File: src/rtl/gx_reset_ctrl.sv
// Transceiver reset sequencer for one native PHY channel: orders analog/digital reset release
// on calibration, TX PLL lock and CDR lock-to-data, and reports per-direction readiness.
module gx_reset_ctrl #(
    parameter int unsigned ANALOG_CYC  = 4,
    parameter int unsigned DIGITAL_CYC = 3,
    parameter int unsigned LTD_CYC     = 200,
    parameter int unsigned CNT_W       = 8
) (
    input  logic clk,
    input  logic nreset,
    input  logic restart_i,
    input  logic pll_locked_i,
    input  logic tx_cal_busy_i,
    input  logic rx_cal_busy_i,
    input  logic rx_is_lockedtodata_i,
    output logic tx_analogreset_o,
    output logic tx_digitalreset_o,
    output logic rx_analogreset_o,
    output logic rx_digitalreset_o,
    output logic tx_ready_o,
    output logic rx_ready_o
);

    typedef enum logic [1:0] {TxRst, TxWait, TxDig, TxReady} tx_state_e;
    typedef enum logic [1:0] {RxRst, RxWait, RxLock, RxReady} rx_state_e;

    localparam logic [CNT_W-1:0] AnalogLast  = CNT_W'(ANALOG_CYC - 1);
    localparam logic [CNT_W-1:0] DigitalLast = CNT_W'(DIGITAL_CYC - 1);
    localparam logic [CNT_W-1:0] LtdLast     = CNT_W'(LTD_CYC - 1);

    // Bit order {lockedtodata, pll_locked, rx_cal_busy, tx_cal_busy}; resets to the safe values.
    localparam logic [3:0] SyncRst = 4'b0011;

    logic [3:0] sync_meta_q, sync_q;
    logic       tx_cal_busy_s, rx_cal_busy_s, pll_locked_s, lockedtodata_s;

    tx_state_e        tx_state_q, tx_state_d;
    rx_state_e        rx_state_q, rx_state_d;
    logic [CNT_W-1:0] tx_cnt_q, tx_cnt_d, rx_cnt_q, rx_cnt_d;
    logic             tx_analog_d, tx_digital_d, tx_ready_d;
    logic             rx_analog_d, rx_digital_d, rx_ready_d;

    always_ff @(posedge clk or negedge nreset) begin
        if (!nreset) begin
            sync_meta_q <= SyncRst;
            sync_q      <= SyncRst;
        end else begin
            sync_meta_q <= {rx_is_lockedtodata_i, pll_locked_i, rx_cal_busy_i, tx_cal_busy_i};
            sync_q      <= sync_meta_q;
        end
    end

    assign tx_cal_busy_s  = sync_q[0];
    assign rx_cal_busy_s  = sync_q[1];
    assign pll_locked_s   = sync_q[2];
    assign lockedtodata_s = sync_q[3];

    always_comb begin
        tx_state_d = tx_state_q;
        tx_cnt_d   = tx_cnt_q;
        case (tx_state_q)
            TxRst: begin
                if (tx_cnt_q == AnalogLast) tx_state_d = TxWait;
                else                        tx_cnt_d   = tx_cnt_q + CNT_W'(1);
            end
            TxWait: begin
                if (pll_locked_s && !tx_cal_busy_s) tx_state_d = TxDig;
            end
            TxDig: begin
                if (!pll_locked_s)                tx_state_d = TxWait;
                else if (tx_cnt_q == DigitalLast) tx_state_d = TxReady;
                else                              tx_cnt_d   = tx_cnt_q + CNT_W'(1);
            end
            TxReady: begin
                if (!pll_locked_s || tx_cal_busy_s) tx_state_d = TxRst;
            end
            default: tx_state_d = TxRst;
        endcase
        if (tx_state_d != tx_state_q) tx_cnt_d = '0;
        if (restart_i) begin
            tx_state_d = TxRst;
            tx_cnt_d   = '0;
        end
        // Outputs decode the next state so the registered pins track the state register.
        tx_analog_d  = (tx_state_d == TxRst);
        tx_digital_d = (tx_state_d != TxReady);
        tx_ready_d   = (tx_state_d == TxReady);
    end

    always_comb begin
        rx_state_d = rx_state_q;
        rx_cnt_d   = rx_cnt_q;
        case (rx_state_q)
            RxRst: begin
                if (rx_cnt_q == AnalogLast) rx_state_d = RxWait;
                else                        rx_cnt_d   = rx_cnt_q + CNT_W'(1);
            end
            RxWait: begin
                if (!rx_cal_busy_s) rx_state_d = RxLock;
            end
            RxLock: begin
                if (rx_cal_busy_s)            rx_state_d = RxRst;
                else if (!lockedtodata_s)     rx_cnt_d   = '0;
                else if (rx_cnt_q == LtdLast) rx_state_d = RxReady;
                else                          rx_cnt_d   = rx_cnt_q + CNT_W'(1);
            end
            RxReady: begin
                if (rx_cal_busy_s)        rx_state_d = RxRst;
                else if (!lockedtodata_s) rx_state_d = RxLock;
            end
            default: rx_state_d = RxRst;
        endcase
        if (rx_state_d != rx_state_q) rx_cnt_d = '0;
        if (restart_i) begin
            rx_state_d = RxRst;
            rx_cnt_d   = '0;
        end
        rx_analog_d  = (rx_state_d == RxRst);
        rx_digital_d = (rx_state_d != RxReady);
        rx_ready_d   = (rx_state_d == RxReady);
    end

    always_ff @(posedge clk or negedge nreset) begin
        if (!nreset) begin
            tx_state_q        <= TxRst;
            rx_state_q        <= RxRst;
            tx_cnt_q          <= '0;
            rx_cnt_q          <= '0;
            tx_analogreset_o  <= 1'b1;
            tx_digitalreset_o <= 1'b1;
            tx_ready_o        <= 1'b0;
            rx_analogreset_o  <= 1'b1;
            rx_digitalreset_o <= 1'b1;
            rx_ready_o        <= 1'b0;
        end else begin
            tx_state_q        <= tx_state_d;
            rx_state_q        <= rx_state_d;
            tx_cnt_q          <= tx_cnt_d;
            rx_cnt_q          <= rx_cnt_d;
            tx_analogreset_o  <= tx_analog_d;
            tx_digitalreset_o <= tx_digital_d;
            tx_ready_o        <= tx_ready_d;
            rx_analogreset_o  <= rx_analog_d;
            rx_digitalreset_o <= rx_digital_d;
            rx_ready_o        <= rx_ready_d;
        end
    end

endmodule

File: config.mk
export PLATFORM = sky130hd
export DESIGN_NAME = gx_reset_ctrl
export DESIGN_NICKNAME = d
export VERILOG_FILES = /design/src/rtl/gx_reset_ctrl.sv
export SDC_FILE = /design/constraint.sdc
export NUM_CORES = 1
export LEC_CHECK = 0
export ABC_AREA = 1
export CORE_UTILIZATION = 60
export DETAILED_ROUTE_END_ITERATION = 7
export GPL_ROUTABILITY_DRIVEN = 0
export GPL_TIMING_DRIVEN = 0
export PLACE_DENSITY = 0.94
export SLEW_MARGIN = 20
export SYNTH_ARGS = -nofsm -noshare
export SYNTH_HDL_FRONTEND = slang
export SYNTH_SLANG_ARGS = --single-unit
File: constraint.sdc
create_clock -name clk -period 3 [get_ports clk]
set_clock_uncertainty 0.1 [all_clocks]
set_input_delay 0.6 -clock clk [delete_from_list [all_inputs] [get_ports clk]]
set_output_delay 0.6 -clock clk [all_outputs]
set_load 0.05 [all_outputs]
# == Word level (Yosys, flattened, before mapping) ==
# Cells that the tools add are included.
# classes
addsub,2
muxes,29
reduce_logical,12
n_div,0
order_cmp,0
bitwise_logic,0
shifts,0
n_eq_ne,22
mul,0
# op_table
op,count
8-bit two-way mux,11
8-bit one-hot mux with 2 select lines,2
2-bit two-way mux,14
8-bit by 2-bit equality test with 1-bit output (second input constant),3
4-bit inequality test (second input constant),5
8-bit by 1-bit adder with 8-bit output (second input constant),2
2-bit one-hot mux with 4 select lines,2
2-bit equality test (second input constant),6
8-bit equality test (second input constant),1
2-bit logical NOT,4
4-bit AND reduction,2
4-bit nonzero test,2
5-bit inequality test (second input constant),1
2-bit by 1-bit equality test with 1-bit output (second input constant),2
2-bit inequality test,2
2-bit inequality test (second input constant),2
1-bit logical NOT,2
1-bit logical AND,1
1-bit logical OR,1
# totals
regBits,34
wordCells,77
output_inout_bits,6
mem_count,0
latch_bits,0
mem_bits_rw,0
mem_bits_ro,0

# == Longest topological paths before layout ==
# Gate-level depths: netlist of the first run.
# logic_depth
depth_word,8
depth_mapped,12

# == Worst setup path before layout of the first run ==
# OpenSTA, ideal clock, no wires.
# synth_path
kind,reg-to-reg
from,reg rx_cnt_q[0]
to,reg rx_cnt_q[7]
stages_incl_launch_ff,13
slack_ps,1434
path_buffers,0
t_arrival_ps,1348
path_cell_list,dfrtp_1 ha_1 nand2_1 nor2_1 nand3_2 nand2_1 nand2_1 nand2_1 nand3_1 nand2_2 nor2_1 nand2_1 nand2_1
# synth_via
elab_chain_len,8
# synth_lines
element,line,source
from (decl),39,"logic [CNT_W-1:0] tx_cnt_q, tx_cnt_d, rx_cnt_q, rx_cnt_d;"
from (signal assigned),139,rx_cnt_q <= rx_cnt_d;
8-bit equality test,104,else if (rx_cnt_q == LtdLast) rx_state_d = RxReady;
2-bit two-way mux,104,
2-bit two-way mux,103,else if (!lockedtodata_s) rx_cnt_d = '0;
2-bit two-way mux,102,if (rx_cal_busy_s) rx_state_d = RxRst;
2-bit one-hot mux with 4 select lines,93,case (rx_state_q)
2-bit inequality test,113,if (rx_state_d != rx_state_q) rx_cnt_d = '0;
5-bit inequality test (no source line) (tied with other cells),-,
4-bit AND reduction (no source line) / 8-bit two-way mux (equally long branches),-,
# Several ways; a longest one is shown, not always the timed one. The select of a mux whose other input is x is not followed.
# A chain may end at the register's enable or synchronous reset.

# == Final worst setup path of the first run ==
# layout_path
from,reg rx_digitalreset_o
to,out rx_digitalreset_o
# layout_rtl
element,line,source
from (decl),19,"output logic rx_digitalreset_o,"
from (signal assigned),144,rx_digitalreset_o <= rx_digital_d;
# No word-level cell between the ends.

==> results of run 1 <==
[cells by family after synthesis]
logic type               count (synthesis)
flip-flops                              34
adder cells (fa/ha/maj)                  3
buffers and inverters                   28
XOR/XNOR                                 7
AND/OR/NAND/NOR                         94
AO/OA/AOI/OAI                           22
[registers in the layout, indices dropped and copies added, names as in the netlist, 2 cells and up]
signal,count
sync_meta_q,4
rx_cnt_q,8
sync_q,4
tx_state_q,2
rx_state_q,2
tx_cnt_q,8
[layer usage]
| layer | track usage | vias to the layer above | part of all wire |
|---|---|---|---|
| li1 | - | 643 | - |
| met4 | 0.120 | 0 | 0.023 |
| met5 | 0 | - | 0 |
| met2 | 0.366 | 49 | 0.48 |
| met3 | 0.0667 | 12 | 0.048 |
| met1 | 0.312 | 624 | 0.45 |
[how the worst max path moves through the flow]
stage                        endpoint  slack [ps]  cells after the start
finish              rx_digitalreset_o         630                      1
global route        rx_digitalreset_o         580                      1
CTS                 rx_digitalreset_o         620                      1
detailed placement        rx_cnt_q[4]         700                      8
global placement          rx_cnt_q[5]         670                      1
floorplan                 rx_cnt_q[7]        1430                     12
[power by group]
group | internal [mW] | switching, mW | total [mW] | leakage [nW]
registers | 0.523 | 0.0505 | 0.573 | 0.433
logic | 0.138 | 0.267 | 0.405 | 0.399
clock network | 0.113 | 0.151 | 0.264 | 0.0343
[placed cells by master (no fill, tap or decap), types with 2 or more instances in the layout]
cell,instances
nor2_1,25
inv_2,5
nand2_1,33
nor3_2,2
nor3_1,8
o22ai_1,3
o21ai_0,9
xor2_1,7
clkdlybuf4s50_1,11
or2_1,2
dfrtp_1,26
dfstp_2,8
ha_1,3
a21oi_1,4
nand3_1,15
nand2_2,2
nand4_1,2
inv_1,22
nor2_2,2
clkbuf_4,5
nand3_2,2
[stage by stage]
stage	utilization	cell area (um2)	cells	power, mW	setup WS, ps
2_1_floorplan	-	1640	188	0.873	1430
3_3_place_gp	0.714	1800	230	0.951	669
3_5_place_dp	0.712	1800	230	0.984	701
4_1_cts	0.738	1860	238	1.25	615
5_1_grt	0.738	1860	238	1.32	580
6_report	0.738	1860	238	1.24	634
[area by class of cell]
type / count / area share
Tap cell: 30 / 0.0202
Inverter: 28 / 0.0565
Timing Repair Buffer: 12 / 0.0619
Sequential cell: 34 / 0.463
Clock inverter: 2 / 0.00672
Multi-Input combinational cell: 126 / 0.364
Clock buffer: 6 / 0.0276
==> results.json, run 1 <==
{
  "max_freq_ghz": 0.423,
  "hpwl_mm": 2.25,
  "yosysWarnings": 0,
  "drc": 0,
  "synth_common_cells": "33 x nand2_1, 26 x dfrtp_1, 25 x nor2_1",
  "required_ps": 2300,
  "dr_total_vias": 1328,
  "overflow": 0,
  "fin_nets": 217,
  "die_w_um": 54.3,
  "rows": 18,
  "htree_levels": 2,
  "ys_ff_latch": 34,
  "n_antenna_cell": 0,
  "worst_slew_pin_slew_ps": 720,
  "grt_max_degree": 35,
  "cts_setup_buffers": 0,
  "hold_ws_ps": 209,
  "synth_top_area_share": 0.396,
  "reg2reg_from": "rx_cnt_q[0]",
  "path_cells": "clkdlybuf4s50_1",
  "path_clk_slew_ps": 100,
  "grt_pass1_wl_mm": 4.85,
  "crit_arrival_ps": 1670,
  "vias_per_cell": 5.58,
  "r2r_cells": 10,
  "drv_slew": 0,
  "rsz0062_at_grt": "false",
  "worstHoldPathType": "primary input to async pin",
  "synth_top_family_by_area": "simple AND/OR/NAND/NOR gates",
  "grt_use_total": 0.240,
  "rrSetupSlack_ps": 1170,
  "relSlewSlack": 0.520,
  "r2r-end": "rx_cnt_q[7]",
  "p_leak_nw": 0.866,
  "crit_slowest_cell": "clkdlybuf4s50_1",
  "fillers": 178,
  "ioPinCount": 13,
  "yosys.area.top_type": "dfrtp_1",
  "routed_wl_mm": 3.04,
  "synth_fp_nets": 198,
  "hold_violations": 0,
  "setup_viol": 0,
  "path_max_fanout": 1,
  "dieArea_um2": 2950,
  "path_class": "flop to output pin",
  "hold_buffers": 0,
  "initial_core_util": 0.652,
  "startpoint_type": "flop",
  "fin_tns_setup_ps": 0,
  "clk-insertion-delay-late_ps": 330,
  "outcome": "finished clean",
  "cts-root-buf": "clkbuf_4",
  "synth_cell_types": 27,
  "numPortBuffers": 12,
  "ant_nets": 0,
  "cts_sinks": 34,
  "cap_violations": 0,
  "drive_gt1_frac": 0.159,
  "synth_edf_count": 0,
  "syn_avg_cell_area_um2": 8.75,
  "synth_xor_area_frac": 0.0373,
  "max_stage_delay_ps": 800,
  "cts.repair.resized": 0,
  "critPathBufInv": 1,
  "regArea_um2": 861,
  "first_pass_iters": 5,
  "crit_family": "buffers and inverters",
  "yosysMostFrequentCell": "nand2_1",
  "peakVddDrop_v": 0.000518,
  "cts_buffer_depth": 2,
  "synth-adder-area-share": 0.0228,
  "syn-cell-area_um2": 1640,
  "pwr_density_cell_nw_per_um2": 668,
  "synth-simple-area-share": 0.269,
  "numCtsBuffers": 5,
  "wl_per_cell_um": 12.8,
  "core-area_um2": 2520,
  "period_minus_slack_ps": 2370,
  "crit_start": "rx_digitalreset_o",
  "synth.area.top_cells": "dfrtp_1 40%, dfstp_2 13%, nand2_1 7.5%, nor2_1 5.7%, inv_1 5.0%",
  "synth_seq_area_share": 0.524,
  "drtIter0Drc": 49,
  "cts_tree": "done",
  "end_kind": "output pin",
  "die_h_um": 54.3,
  "area_growth_syn_to_layout_pct": 13.2,
  "multi_input_area_um2": 678,
  "syn_inst": 188,
  "synth_compound_area_frac": 0.0830,
  "antenna_found_initial": 0,
  "min_period_over_period": 0.789,
  "synth-main-ff-cell": "dfrtp_1",
  "synth.area.mux_share": 0,
  "grt_pass1_vias": 1179,
  "async_flop_share": 1.00
}
Power figures use the tool's default switching activity.
==> run 2, diff against run 1 <==
- CORE_UTILIZATION: 60 -> 51
- PLACE_DENSITY: 0.94 -> 0.86
- clock period: 3 -> 2.1 ns (I/O delays scaled with it)
==> run 2 against run 1 <==
Net effect:
- clock power increased by 40%
- final area increased by 0.47%
- via count decreased by 5.9%
- count of clock-buffer cells in the layout increased by 1
- first-iteration DRC count decreased by 31%
- non-clock buffer count unchanged
- die area increased by 17%
- critical path depth unchanged
- register-to-register slack got worse by 850 ps
==> results.json, run 2 (synthesized netlist as in run 1, its figures left out) <==
{
  "period_minus_slack_ps": 2000,
  "dr_total_vias": 1249,
  "critPathBufInv": 1,
  "grt_pass1_vias": 1101,
  "max_stage_delay_ps": 810,
  "cts_buffer_depth": 2,
  "cap_violations": 0,
  "hpwl_mm": 2.01,
  "relSlewSlack": 0.529,
  "rows": 20,
  "hold_violations": 0,
  "ioPinCount": 13,
  "hold_buffers": 0,
  "end_kind": "output pin",
  "numPortBuffers": 12,
  "worst_slew_pin_slew_ps": 707,
  "vias_per_cell": 4.96,
  "top_regs": "rx_cnt_q (8), tx_cnt_q (8)",
  "path_clk_slew_ps": 100,
  "numCtsBuffers": 5,
  "path_cells": "clkdlybuf4s50_1",
  "antenna_found_initial": 0,
  "n_antenna_cell": 0,
  "fin_nets": 217,
  "routed_wl_mm": 2.79,
  "drc": 0,
  "die_h_um": 58.8,
  "grt_max_degree": 35,
  "fin_tns_setup_ps": 0,
  "dp.cells": 244,
  "rsz0062_at_grt": "false",
  "max_freq_ghz": 0.500,
  "crit_family": "buffers and inverters",
  "path_max_fanout": 1,
  "layout_common_cells": "33 x nand2_1, 26 x dfrtp_1, 25 x nor2_1",
  "fin_util": 0.612,
  "crit_slowest_cell": "clkdlybuf4s50_1",
  "rrSetupSlack_ps": 320,
  "reg2reg_from": "rx_cnt_q[0]",
  "startpoint_type": "flop",
  "initial_core_util": 0.539,
  "area_growth_syn_to_layout_pct": 13.7,
  "p_leak_nw": 0.860,
  "cts.repair.resized": 4,
  "grt_pass1_wl_mm": 4.75,
  "required_ps": 1580,
  "pwr_density_cell_nw_per_um2": 927,
  "grt_use_total": 0.193,
  "final_common_cell": "nand2_1",
  "first_pass_iters": 4,
  "clk-insertion-delay-late_ps": 330,
  "htree_levels": 2,
  "cts_setup_buffers": 0,
  "drv_slew": 0,
  "drtIter0Drc": 34,
  "outcome": "finished clean",
  "ant_nets": 0,
  "setup_viol": 0,
  "core-area_um2": 3050,
  "cts_tree": "done",
  "r2r_cells": 10,
  "drive_gt1_frac": 0.154,
  "peakVddDrop_v": 0.000572,
  "cts_sinks": 34,
  "crit_arrival_ps": 1480,
  "overflow": 0,
  "post_layout_nonfiller_instances": 252,
  "fillers": 273,
  "path_class": "flop to output pin",
  "wl_per_cell_um": 11.1,
  "min_period_over_period": 0.952,
  "dieArea_um2": 3450,
  "worstHoldPathType": "primary input to async pin",
  "r2r-end": "rx_cnt_q[7]",
  "cts-root-buf": "clkbuf_4",
  "die_w_um": 58.8
}
## run 2: worst max path at each step
stage	from	to	slack (ps)	cells past startpoint
after global placement	nreset	tx_cnt_q[1]	-120	1
final	tx_ready_o	tx_ready_o	100	1
after global routing	tx_ready_o	tx_ready_o	50	1
after detailed placement	restart_i	rx_cnt_q[4]	50	8
after CTS	tx_ready_o	tx_ready_o	60	1
after floorplan	rx_cnt_q[0]	rx_cnt_q[7]	530	12
## run 2: through the flow
step                hold WS, ps  worst slack [ps]  cell area (um2)  power [mW]
global route               85.0              51.0             1870        1.87
floorplan                  24.4               534             1640        1.25
global placement            236              -116             1820        1.37
finish                     23.3               101             1870        1.73
CTS                        42.4              64.6             1870        1.76
detailed placement          237              51.9             1810        1.39
## run 2: final cells by class
type | count | area [um2] | share of cell area
Multi-Input combinational cell | 126 | 678 | 0.363
Clock buffer | 7 | 55.1 | 0.0295
Timing Repair Buffer | 12 | 110 | 0.0589
Sequential cell | 34 | 861 | 0.461
Clock inverter | 1 | 5.00 | 0.00268
Inverter | 28 | 105 | 0.0562
Tap cell | 44 | 55.1 | 0.0295
## run 2: report_power, final
part	internal, mW	leakage (nW)	switching (mW)
Sequential	0.747	0.433	0.0676
Clock	0.162	0.0353	0.208
Combinational	0.184	0.391	0.365
## run 2: metal layers
| layer | wire (um) | track usage | share of wire |
|---|---|---|---|
| met1 | 1340 | 0.247 | 0.48 |
| met2 | 1270 | 0.279 | 0.45 |
| met3 | 118 | 0.0615 | 0.042 |
| met4 | 65 | 0.126 | 0.023 |
| met5 | 0 | 0 | 0 |
